$ cat src/rtl/serial_adder.sv
// Bit-serial adder: one full-adder slice is reused LSB-first over WIDTH cycles.
// The slice is composed from the shared xor_gate/and_gate/or_gate cells.

module xor_gate (
    input  logic a_i,
    input  logic b_i,
    output logic y_o
);
    assign y_o = a_i ^ b_i;
endmodule

module and_gate (
    input  logic a_i,
    input  logic b_i,
    output logic y_o
);
    assign y_o = a_i & b_i;
endmodule

module or_gate (
    input  logic a_i,
    input  logic b_i,
    output logic y_o
);
    assign y_o = a_i | b_i;
endmodule

module serial_adder #(
    parameter int WIDTH = 8
) (
    input  logic             clk,
    input  logic             rst,
    input  logic             start,
    input  logic [WIDTH-1:0] a,
    input  logic [WIDTH-1:0] b,
    output logic             busy,
    output logic             done,
    output logic [WIDTH-1:0] sum,
    output logic             cout
);

    localparam int CW = (WIDTH > 1) ? $clog2(WIDTH) : 1;

    localparam logic [1:0] IDLE  = 2'd0;
    localparam logic [1:0] SHIFT = 2'd1;
    localparam logic [1:0] DONE  = 2'd2;

    localparam logic [CW-1:0] LAST_BIT = CW'(WIDTH - 1);

    logic [1:0]       state_q, state_d;
    logic [WIDTH-1:0] opA_q, opA_d;
    logic [WIDTH-1:0] opB_q, opB_d;
    logic [WIDTH-1:0] res_q, res_d;
    logic [WIDTH-1:0] sum_q, sum_d;
    logic             carry_q, carry_d;
    logic             cout_q, cout_d;
    logic [CW-1:0]    cnt_q, cnt_d;

    logic halfSum;
    logic bitSum;
    logic genBit;
    logic propBit;
    logic carryNext;

    // Full-adder slice on the current LSBs and the carry flop.
    xor_gate uHalfSum (.a_i(opA_q[0]), .b_i(opB_q[0]), .y_o(halfSum));
    xor_gate uBitSum  (.a_i(halfSum),  .b_i(carry_q),  .y_o(bitSum));
    and_gate uGen     (.a_i(opA_q[0]), .b_i(opB_q[0]), .y_o(genBit));
    and_gate uProp    (.a_i(carry_q),  .b_i(halfSum),  .y_o(propBit));
    or_gate  uCarry   (.a_i(genBit),   .b_i(propBit),  .y_o(carryNext));

    always_comb begin
        state_d = state_q;
        opA_d   = opA_q;
        opB_d   = opB_q;
        res_d   = res_q;
        sum_d   = sum_q;
        carry_d = carry_q;
        cout_d  = cout_q;
        cnt_d   = cnt_q;

        case (state_q)
            IDLE: begin
                if (start) begin
                    state_d = SHIFT;
                    opA_d   = a;
                    opB_d   = b;
                    res_d   = '0;
                    carry_d = 1'b0;
                    cnt_d   = '0;
                end
            end
            SHIFT: begin
                opA_d   = {1'b0, opA_q[WIDTH-1:1]};
                opB_d   = {1'b0, opB_q[WIDTH-1:1]};
                res_d   = {bitSum, res_q[WIDTH-1:1]};
                carry_d = carryNext;
                cnt_d   = cnt_q + CW'(1);
                // The final bit lands in the result MSB on the same edge sum is published.
                if (cnt_q == LAST_BIT) begin
                    state_d = DONE;
                    sum_d   = {bitSum, res_q[WIDTH-1:1]};
                    cout_d  = carryNext;
                end
            end
            DONE: begin
                state_d = IDLE;
            end
            default: begin
                state_d = IDLE;
            end
        endcase
    end

    always_ff @(posedge clk or posedge rst) begin
        if (rst) begin
            state_q <= IDLE;
            opA_q   <= '0;
            opB_q   <= '0;
            res_q   <= '0;
            sum_q   <= '0;
            carry_q <= 1'b0;
            cout_q  <= 1'b0;
            cnt_q   <= '0;
        end else begin
            state_q <= state_d;
            opA_q   <= opA_d;
            opB_q   <= opB_d;
            res_q   <= res_d;
            sum_q   <= sum_d;
            carry_q <= carry_d;
            cout_q  <= cout_d;
            cnt_q   <= cnt_d;
        end
    end

    assign busy = (state_q == SHIFT);
    assign done = (state_q == DONE);
    assign sum  = sum_q;
    assign cout = cout_q;

endmodule

$ cat config.mk
export PLATFORM = sky130hd
export DESIGN_NAME = serial_adder
export DESIGN_NICKNAME = d
export VERILOG_FILES = /design/src/rtl/serial_adder.sv
export SDC_FILE = /design/constraint.sdc
export NUM_CORES = 1
export LEC_CHECK = 0
export CAP_MARGIN = 20
export CORE_MARGIN = 2
export CORE_UTILIZATION = 30
export DETAILED_ROUTE_END_ITERATION = 8
export GPL_TIMING_DRIVEN = 0
export SYNTH_ARGS = -nofsm -noshare
export SYNTH_HDL_FRONTEND = slang
export SYNTH_SLANG_ARGS = --single-unit
$ cat constraint.sdc
create_clock -name clk -period 1.9 [get_ports clk]
set_input_delay 0.38 -clock clk [delete_from_list [all_inputs] [get_ports clk]]
set_output_delay 0.38 -clock clk [all_outputs]
set_load 0.01 [all_outputs]
==> results.md, run 1 <==
* Metal-1 WL at 1660 um
* Hold path depth at 1
* Total grt overflow at 0
* Tmin final at 1.84 ns
* Synth warn at 0
* Total GRT Usage at 12.2%
* Pwr Total at 3.57 mW
* Max FO, Critical Path at 4
* Port Buffer Count at 29
* RR Endpoint: opA_q[4]$_DFFE_PP0P_
* Final worst slack at 0.0592 ns
* Worst setup SP type: flop
* Max_slew headroom at 48.2%
* Peak VDD IR at 569 uV
* Sequential fraction of the synthesis area at 57.2%
* Row count at 27
* Number of I/O pins at 30
* CTS H-Tree Depth at 2
* Max clock buf depth at 2
* Hold crit path type: flop to flop
* Initial Util at 30.6%
* RSZ-0062 raised after global routing: no
* Via density at 4.71
* Final Hold Violating Endpoints at 0
* Post-synthesis register bit count at 38
* Highest clock rate at 0.543 GHz
* Combinational group share of total power at 37.2%
* Setup violations, final at 0
* Hold buffers post-CTS at 0
* First-pass GRT wire length at 5690 um
* Outcome: finished clean
* Largest net degree at the start of global routing at 39
* Switching share of power at 30.4%
* Syn Nets at 158
* R2R cell count at 6
* Setup slack, reg-to-reg at 0.22 ns
* Dpl ws at -0.155 ns
* Setup crit end kind: output pin
* Seq pwr share at 38.8%
* Die ar. at 6150 um2
* Clock power share at 24.0%
* Layout area overhead at 33.8%
* Placed inst area at 2040 um2
* Die W at 78.5 um
* Mean Syn Cell Area at 12.2 um2
* Routed wl met2 at 1450 um
* Worst skew pair latency at 0.30 ns
* Final Util at 40.9%
* N_diodes at 0
* Setup Crit Path Kind: flop to output pin
* Hold Path Origin: cnt_q[1]$_DFFE_PP0P_
* Root buffer cell: clkbuf_8
* Crit share post-route at 96.9%
* Hold Slack at 0.504 ns
* Fillers at 520
* Via count at 1163
* Max Cap Viol at 0
* Core Area at 5440 um2
* Slew Viols, Final at 0
* Net Sw Power at 1.09 mW
* DR WL/cell at 13.6 um
* Routed Antenna Nets at 0
* GPL Wtd Cong at 0.784
* Initial antenna violation count at 0
* Placed cells at 237
* Pint at 2.49 mW
* Power per cell area at 1610 nW/um2
* Clock skew at 0.0107 ns
* Die height at 78.5 um
* Post-Syn Area at 1660 um2
* CP arrival at 1.46 ns
* TNS Setup at 0 ns
* Final #Nets at 196
* Final cell count without fillers at 247
* LEAKAGE at 0.975 nW
* Top Metal Used: met4
* TritonRoute pass-1 iters at 5
* Cells after Synth at 136
* Final HPWL DP at 2310 um
* Final standard cell area without fillers at 2220 um2
* Layout cells sized above 1 at 18.3%
* Final WL at 3370 um
* CTS tree: done
* DRC errors left at 0
* WL met3 at 190 um
* Critical R2R Launch: state_q[1]$_DFFE_PP0P_
* Clock transition at path regs at 0.07 ns
* CTS Buf Count at 5
* Number of global-route vias before repair at 1189
* Slew @ Worst Pin at 0.776 ns
* Hold Crit Endpoint: cnt_q[1]$_DFFE_PP0P_
* DR iter-0 viols at 47
* TritonCTS sink count at 38
* Distinct cells, synth at 26
* Worst path required time at 1.52 ns
-- layout by cell type (no fill, tap or decap), drive strengths merged, types with 4 or more instances in the layout --
master,instances
inv,9
clkdlybuf4s50,28
o22a,5
buf,8
nand2,6
nor2b,7
nor2,4
a21oi,7
dfrtp,38
o21ai,5
a22o,10
a221oi,5
clkbuf,7
mux2,9
nor3b,10
-- critical path, cell delays in order, from the launching register on --
cell and delay (ns):
dfrtp_1 0.40, nand2b_4 0.18, inv_4 0.06, clkdlybuf4s50_1 0.52
-- layout make-up --
cell class | instances | area (um2) | area share (%)
sequential | 38 | 952 | 42.8
multi-input combinational | 82 | 649 | 29.2
timing repair buffer | 33 | 319 | 14.3
clock buffer | 6 | 82.6 | 3.71
tap | 72 | 90.1 | 4.05
clock inverter | 2 | 60.1 | 2.70
inverter | 9 | 36.3 | 1.63
buffer | 5 | 35.0 | 1.57
-- power by group through the flow --
stage          combinational (mW)  clock, mW  sequential (mW)
6_report                     1.33      0.856             1.39
2_1_floorplan               0.840          0             1.39
3_3_place_gp                 1.27          0             1.40
5_1_grt                      1.47      0.912             1.44
3_5_place_dp                 1.30          0             1.40
4_1_cts                      1.34      0.879             1.39
-- how the worst max path moves through the flow --
stage / startpoint / depth (start not counted) / to / slack (ns)
after floorplan: cnt_q[0]$_DFFE_PP0P_ / 4 / cout$_DFFE_PP0P_ / 0.56
after global placement: rst / 2 / opB_q[7]$_DFFE_PP0P_ / -0.19
after detailed placement: start / 5 / cnt_q[0]$_DFFE_PP0P_ / -0.15
after CTS: state_q[1]$_DFFE_PP0P_ / 3 / busy / 0.002
after global routing: state_q[1]$_DFFE_PP0P_ / 3 / busy / 0.006
final: state_q[1]$_DFFE_PP0P_ / 3 / busy / 0.06
-- cells by family (layout without fill, tap and decap cells) --
family,Yosys count,count (layout),share of synthesized area (%)
compound gates,37,37,16.9
fa+ha+maj,3,3,2.71
buf+inv,16,55,4.21
flops,38,38,57.2
mux,10,10,6.70
simple gates,32,32,12.3
-- state kept, by name (all words and copies together), names as in the netlist --
name	cells
state_q	2
res_q	7
carry_q	1
cnt_q	3
opA_q	8
opB_q	8
cout	1
sum	8
-- Yosys cell counts --
cell | count | area [um2]
dfrtp_1 | 38 | 951
a22o_1 | 10 | 87.6
nor3b_1 | 10 | 75.1
mux2_2 | 9 | 101
inv_1 | 8 | 30.0
a21oi_1 | 7 | 35.0
nor2b_1 | 7 | 43.8
a221oi_1 | 5 | 43.8
buf_2 | 5 | 25.0
nand2_1 | 5 | 18.8
o21ai_0 | 5 | 25.0
o22a_1 | 5 | 43.8
nor2_1 | 4 | 15.0
a22oi_1 | 2 | 15.0
ha_1 | 2 | 25.0
nand3b_1 | 2 | 15.0
nor4bb_1 | 2 | 20.0
o221a_2 | 2 | 22.5
buf_4 | 1 | 7.51
clkbuf_1 | 1 | 3.75
fa_1 | 1 | 20.0
inv_2 | 1 | 3.75
mux2i_1 | 1 | 10.0
nand2_4 | 1 | 11.3
nand2b_1 | 1 | 6.26
o21bai_1 | 1 | 7.51
-- metal layers --
metal  GRT usage (%)  vias to the layer above
met4            4.74                        0
met1            16.1                      555
met3            4.83                        7
met5               0                        -
met2            17.8                       35
li1                -                      566
-- what timing repair did --
action,4_1_cts,5_1_grt
gates resized for setup,8,0
pin swaps,0,0
setup buffers,3,1
setup endpoints to repair,2,1
No activity file was read; power rests on OpenSTA's default activity.
==> run 2, diff against run 1 <==
--- a/config.mk
+++ b/config.mk
@@ -12,4 +12,5 @@
 export GPL_TIMING_DRIVEN = 0
 export SYNTH_ARGS = -nofsm -noshare
 export SYNTH_HDL_FRONTEND = slang
+export SYNTH_HIERARCHICAL = 1
 export SYNTH_SLANG_ARGS = --single-unit
==> run 2 against run 1 <==
Compared with the run above: setup slack improved by 0.11 ns; synthesized cell count grew 2.9%; sequential power hardly changed; die area grew 1.3%; utilization is 1.3 points lower; clock skew decreased by 0.0053 ns; register-to-register slack better by 0.19 ns; sequential cell count unchanged; largest cell class unchanged.
==> results.md, run 2 <==
* Core Area at 5470 um2 (was 5440 um2)
* Die ar. at 6230 um2 (was 6150 um2)
* Max clock buf depth at 2 (unchanged)
* Routed Antenna Nets at 0 (unchanged)
* Clock transition at path regs at 0.07 ns (about the same)
* Die height at 79.0 um (was 78.5 um)
* CTS tree: done (unchanged)
* Seq pwr share at 42.7% (was 38.8%)
* Setup crit end kind: output pin (unchanged)
* Slew Viols, Final at 0 (unchanged)
* Top-area cell type share of the netlist area at 56.4% (was 57.2%)
* Top-count cell post-synth: dfrtp_1 (unchanged)
* Die W at 79.0 um (was 78.5 um)
* Most frequent cells in the layout: 36 x dfrtp_1, 27 x clkdlybuf4s50_1, 10 x a22o_1 (was 37 x dfrtp_1, 28 x clkdlybuf4s50_1, 10 x a22o_1, 10 x nor3b_1, 9 x mux2_2)
* Outcome: finished clean (unchanged)
* Setup Crit Path Kind: flop to output pin (unchanged)
* Post-synthesis register bit count at 38 (unchanged)
* Port Buffer Count at 29 (unchanged)
* Largest cells by area after synthesis: dfrtp_1 56%, mux2_2 5.3%, a22o_1 5.2% (was dfrtp_1 57%, mux2_2 6.1%, a22o_1 5.3%)
* Peak VDD IR at 572 uV (was 569 uV)
* TritonCTS sink count at 38 (unchanged)
* Worst skew pair latency at 0.28 ns (was 0.30 ns)
* First-pass GRT wire length at 5960 um (was 5690 um)
* Critical path, cell by cell: nand2b_4 > inv_6 > dlygate4sd2_1 (was nand2b_4 > inv_4 > clkdlybuf4s50_1)
* Final #Nets at 195 (was 196)
* Max FO, Critical Path at 14 (was 4)
* Number of I/O pins at 30 (unchanged)
* Root buffer cell: clkbuf_8 (unchanged)
* Hold buffers post-CTS at 0 (unchanged)
* Final WL at 3400 um (was 3370 um)
* DR WL/cell at 13.7 um (was 13.6 um)
* Tmin final at 1.73 ns (was 1.84 ns)
* CP max stage delay at 0.45 ns (was 0.52 ns)
* Power per cell area at 1530 nW/um2 (was 1610 nW/um2)
* N_diodes at 0 (unchanged)
* TNS Setup at 0 ns (unchanged)
* Commonest non-fill, non-tap cell in the layout: dfrtp_1 (unchanged)
* Pint at 2.21 mW (was 2.49 mW)
* DR iter-0 viols at 59 (was 47)
* Post-CTS setup buffer count at 0 (was 3)
* Hold Slack at 0.490 ns (was 0.504 ns)
* LEAKAGE at 0.938 nW (was 0.975 nW)
* Crit path max-delay cell type: dfrtp_2 (was clkdlybuf4s50_1)
* RSZ-0062 raised after global routing: no (unchanged)
* Largest net degree at the start of global routing at 39 (unchanged)
* Max_slew headroom at 47.4% (was 48.2%)
* Clock power share at 17.1% (was 24.0%)
* CTS Buf Count at 5 (unchanged)
* Max Cap Viol at 0 (unchanged)
* DRC errors left at 0 (unchanged)
* Post-CTS sizing at 11 (was 8)
* Sequential fraction of the synthesis area at 56.4% (was 57.2%)
* Row count at 27 (unchanged)
* Post-Syn Area at 1690 um2 (was 1660 um2)
* CP arrival at 1.35 ns (was 1.46 ns)
* Crit share post-route at 91.0% (was 96.9%)
* Cells after Synth at 140 (was 136)
* Final Hold Violating Endpoints at 0 (unchanged)
* Most instantiated cells after synthesis: 38 x dfrtp_1, 10 x a22o_1, 9 x nor3b_1, 8 x mux2_2, 7 x a21oi_1 (was 38 x dfrtp_1, 10 x a22o_1, 10 x nor3b_1, 9 x mux2_2, 8 x inv_1)
* Clock skew at 0.00540 ns (was 0.0107 ns)
* EDFF count, synth at 0 (unchanged)
* Initial antenna violation count at 0 (unchanged)
* Final Util at 39.6% (was 40.9%)
* Layout area overhead at 28.6% (was 33.8%)
* Number of global-route vias before repair at 1250 (was 1189)
* Via count at 1184 (was 1163)
* Slew @ Worst Pin at 0.788 ns (was 0.776 ns)
* CTS H-Tree Depth at 2 (unchanged)
* Top_reg_cell synth: dfrtp_1 (unchanged)
* Worst path required time at 1.52 ns (about the same)
* Setup violations, final at 0 (unchanged)
* Initial Util at 30.8% (was 30.6%)
* Mean Syn Cell Area at 12.0 um2 (was 12.2 um2)
* Cell accounting for the most synthesized area: dfrtp_1 (unchanged)
* Combinational group share of total power at 40.2% (was 37.2%)
* GPL Wtd Cong at 0.782 (was 0.784)
* Worst setup SP type: flop (unchanged)
* Async SR Flop Fraction at 100% (unchanged)
* Syn Nets at 161 (was 158)
* Switching share of power at 33.4% (was 30.4%)
* Via density at 4.79 (was 4.71)
* Highest clock rate at 0.579 GHz (was 0.543 GHz)
* Final HPWL DP at 2420 um (was 2310 um)
* Synth warn at 6 (was 0)
* Total grt overflow at 0 (unchanged)
* TritonRoute pass-1 iters at 4 (was 5)
* Net Sw Power at 1.10 mW (was 1.09 mW)
* Total GRT Usage at 12.2% (about the same)
* Hold crit path type: flop to flop (unchanged)
* Layout cells sized above 1 at 17.7% (was 18.3%)
* Distinct cells, synth at 31 (was 26)
[run 2: cell types whose count changed in the layout (fill, tap and decap cells not counted), sizes merged, moves of 2 or more]
| cell | previous run | this run |
|---|---|---|
| nor3 | 0 | 2 |
| and2 | 0 | 2 |
| bufinv | 2 | 0 |
| buf | 8 | 5 |
| inv | 9 | 7 |
| xor2 | 0 | 2 |
| nand2b | 1 | 3 |
[run 2: layout make-up]
cell class                 count  area, um2
sequential                    38        953
timing repair buffer          29        288
buffer                         6       41.3
tap                           72       90.1
inverter                       7       31.3
multi-input combinational     87        672
clock buffer                   7       86.3
clock inverter                 1       5.00
fill                         554       3310
[run 2: cells by family (layout without fill, tap and decap cells)]
group / count (synthesis) / after routing / share of synthesized area, %
flip-flops: 38 / 38 / 56.4
adder cells (fa/ha/maj): 2 / 2 / 1.48
XOR/XNOR: 2 / 2 / 1.04
buffers and inverters: 15 / 50 / 4.01
AO/OA/AOI/OAI: 37 / 37 / 16.9
AND/OR/NAND/NOR: 37 / 37 / 14.2
multiplexers: 9 / 9 / 6.01
[run 2: power by group through the flow]
stage	sequential (mW)	combinational, mW	clock, mW
3_3_place_gp	1.42	1.31	0
4_1_cts	1.42	1.35	0.586
5_1_grt	1.47	1.49	0.622
2_1_floorplan	1.40	0.878	0
3_5_place_dp	1.42	1.34	0
6_report	1.41	1.33	0.566
[run 2: layer usage]
metal,global-route usage [%],up-vias,share of wire (%)
li1,-,578,-
met1,16.8,566,51
met2,19.0,37,43
met3,3.18,3,5.0
met4,3.62,0,0.65
met5,0,-,0
[run 2: critical path: cells and delay by family (launching register included)]
kind,cells,cell delay (ns)
flip-flops,1,0.45
AND/OR/NAND/NOR,1,0.20
buffers and inverters,2,0.42
[run 2: stage by stage]
step | instance area [um2] | std cells | setup slack, ns | total power, mW
finish | 2170 | 247 | 0.172 | 3.31
CTS | 2170 | 247 | 0.147 | 3.36
global placement | 2070 | 241 | -0.223 | 2.72
global route | 2170 | 247 | 0.102 | 3.58
floorplan | 1690 | 140 | 0.561 | 2.28
detailed placement | 2070 | 241 | -0.117 | 2.76
[run 2: path summary, 6_finish.rpt]
| check | slack, ns | startpoint | endpoint | depth (start not counted) |
|---|---|---|---|---|
| hold reg to reg | 0.49 | cout$_DFFE_PP0P_ | cout$_DFFE_PP0P_ | 1 |
| setup / recovery | 0.17 | state_q[1]$_DFFE_PP0P_ | busy | 3 |
| min in group asynchronous | 0.56 | rst | opA_q[1]$_DFFE_PP0P_ | 2 |
| hold / removal | 0.49 | cout$_DFFE_PP0P_ | cout$_DFFE_PP0P_ | 1 |
| setup reg to reg | 0.41 | state_q[1]$_DFFE_PP0P_ | opB_q[1]$_DFFE_PP0P_ | 4 |
| max in group asynchronous | 0.80 | rst | state_q[0]$_DFFE_PP0P_ | 2 |
==> run 3, diff against run 2 <==
--- a/config.mk
+++ b/config.mk
@@ -14,3 +14,4 @@
 export SYNTH_HDL_FRONTEND = slang
 export SYNTH_HIERARCHICAL = 1
 export SYNTH_SLANG_ARGS = --single-unit
+export TNS_END_PERCENT = 1
==> results of run 3 <==
No change in the layout: final DEF, timing and power equal those of run 2.
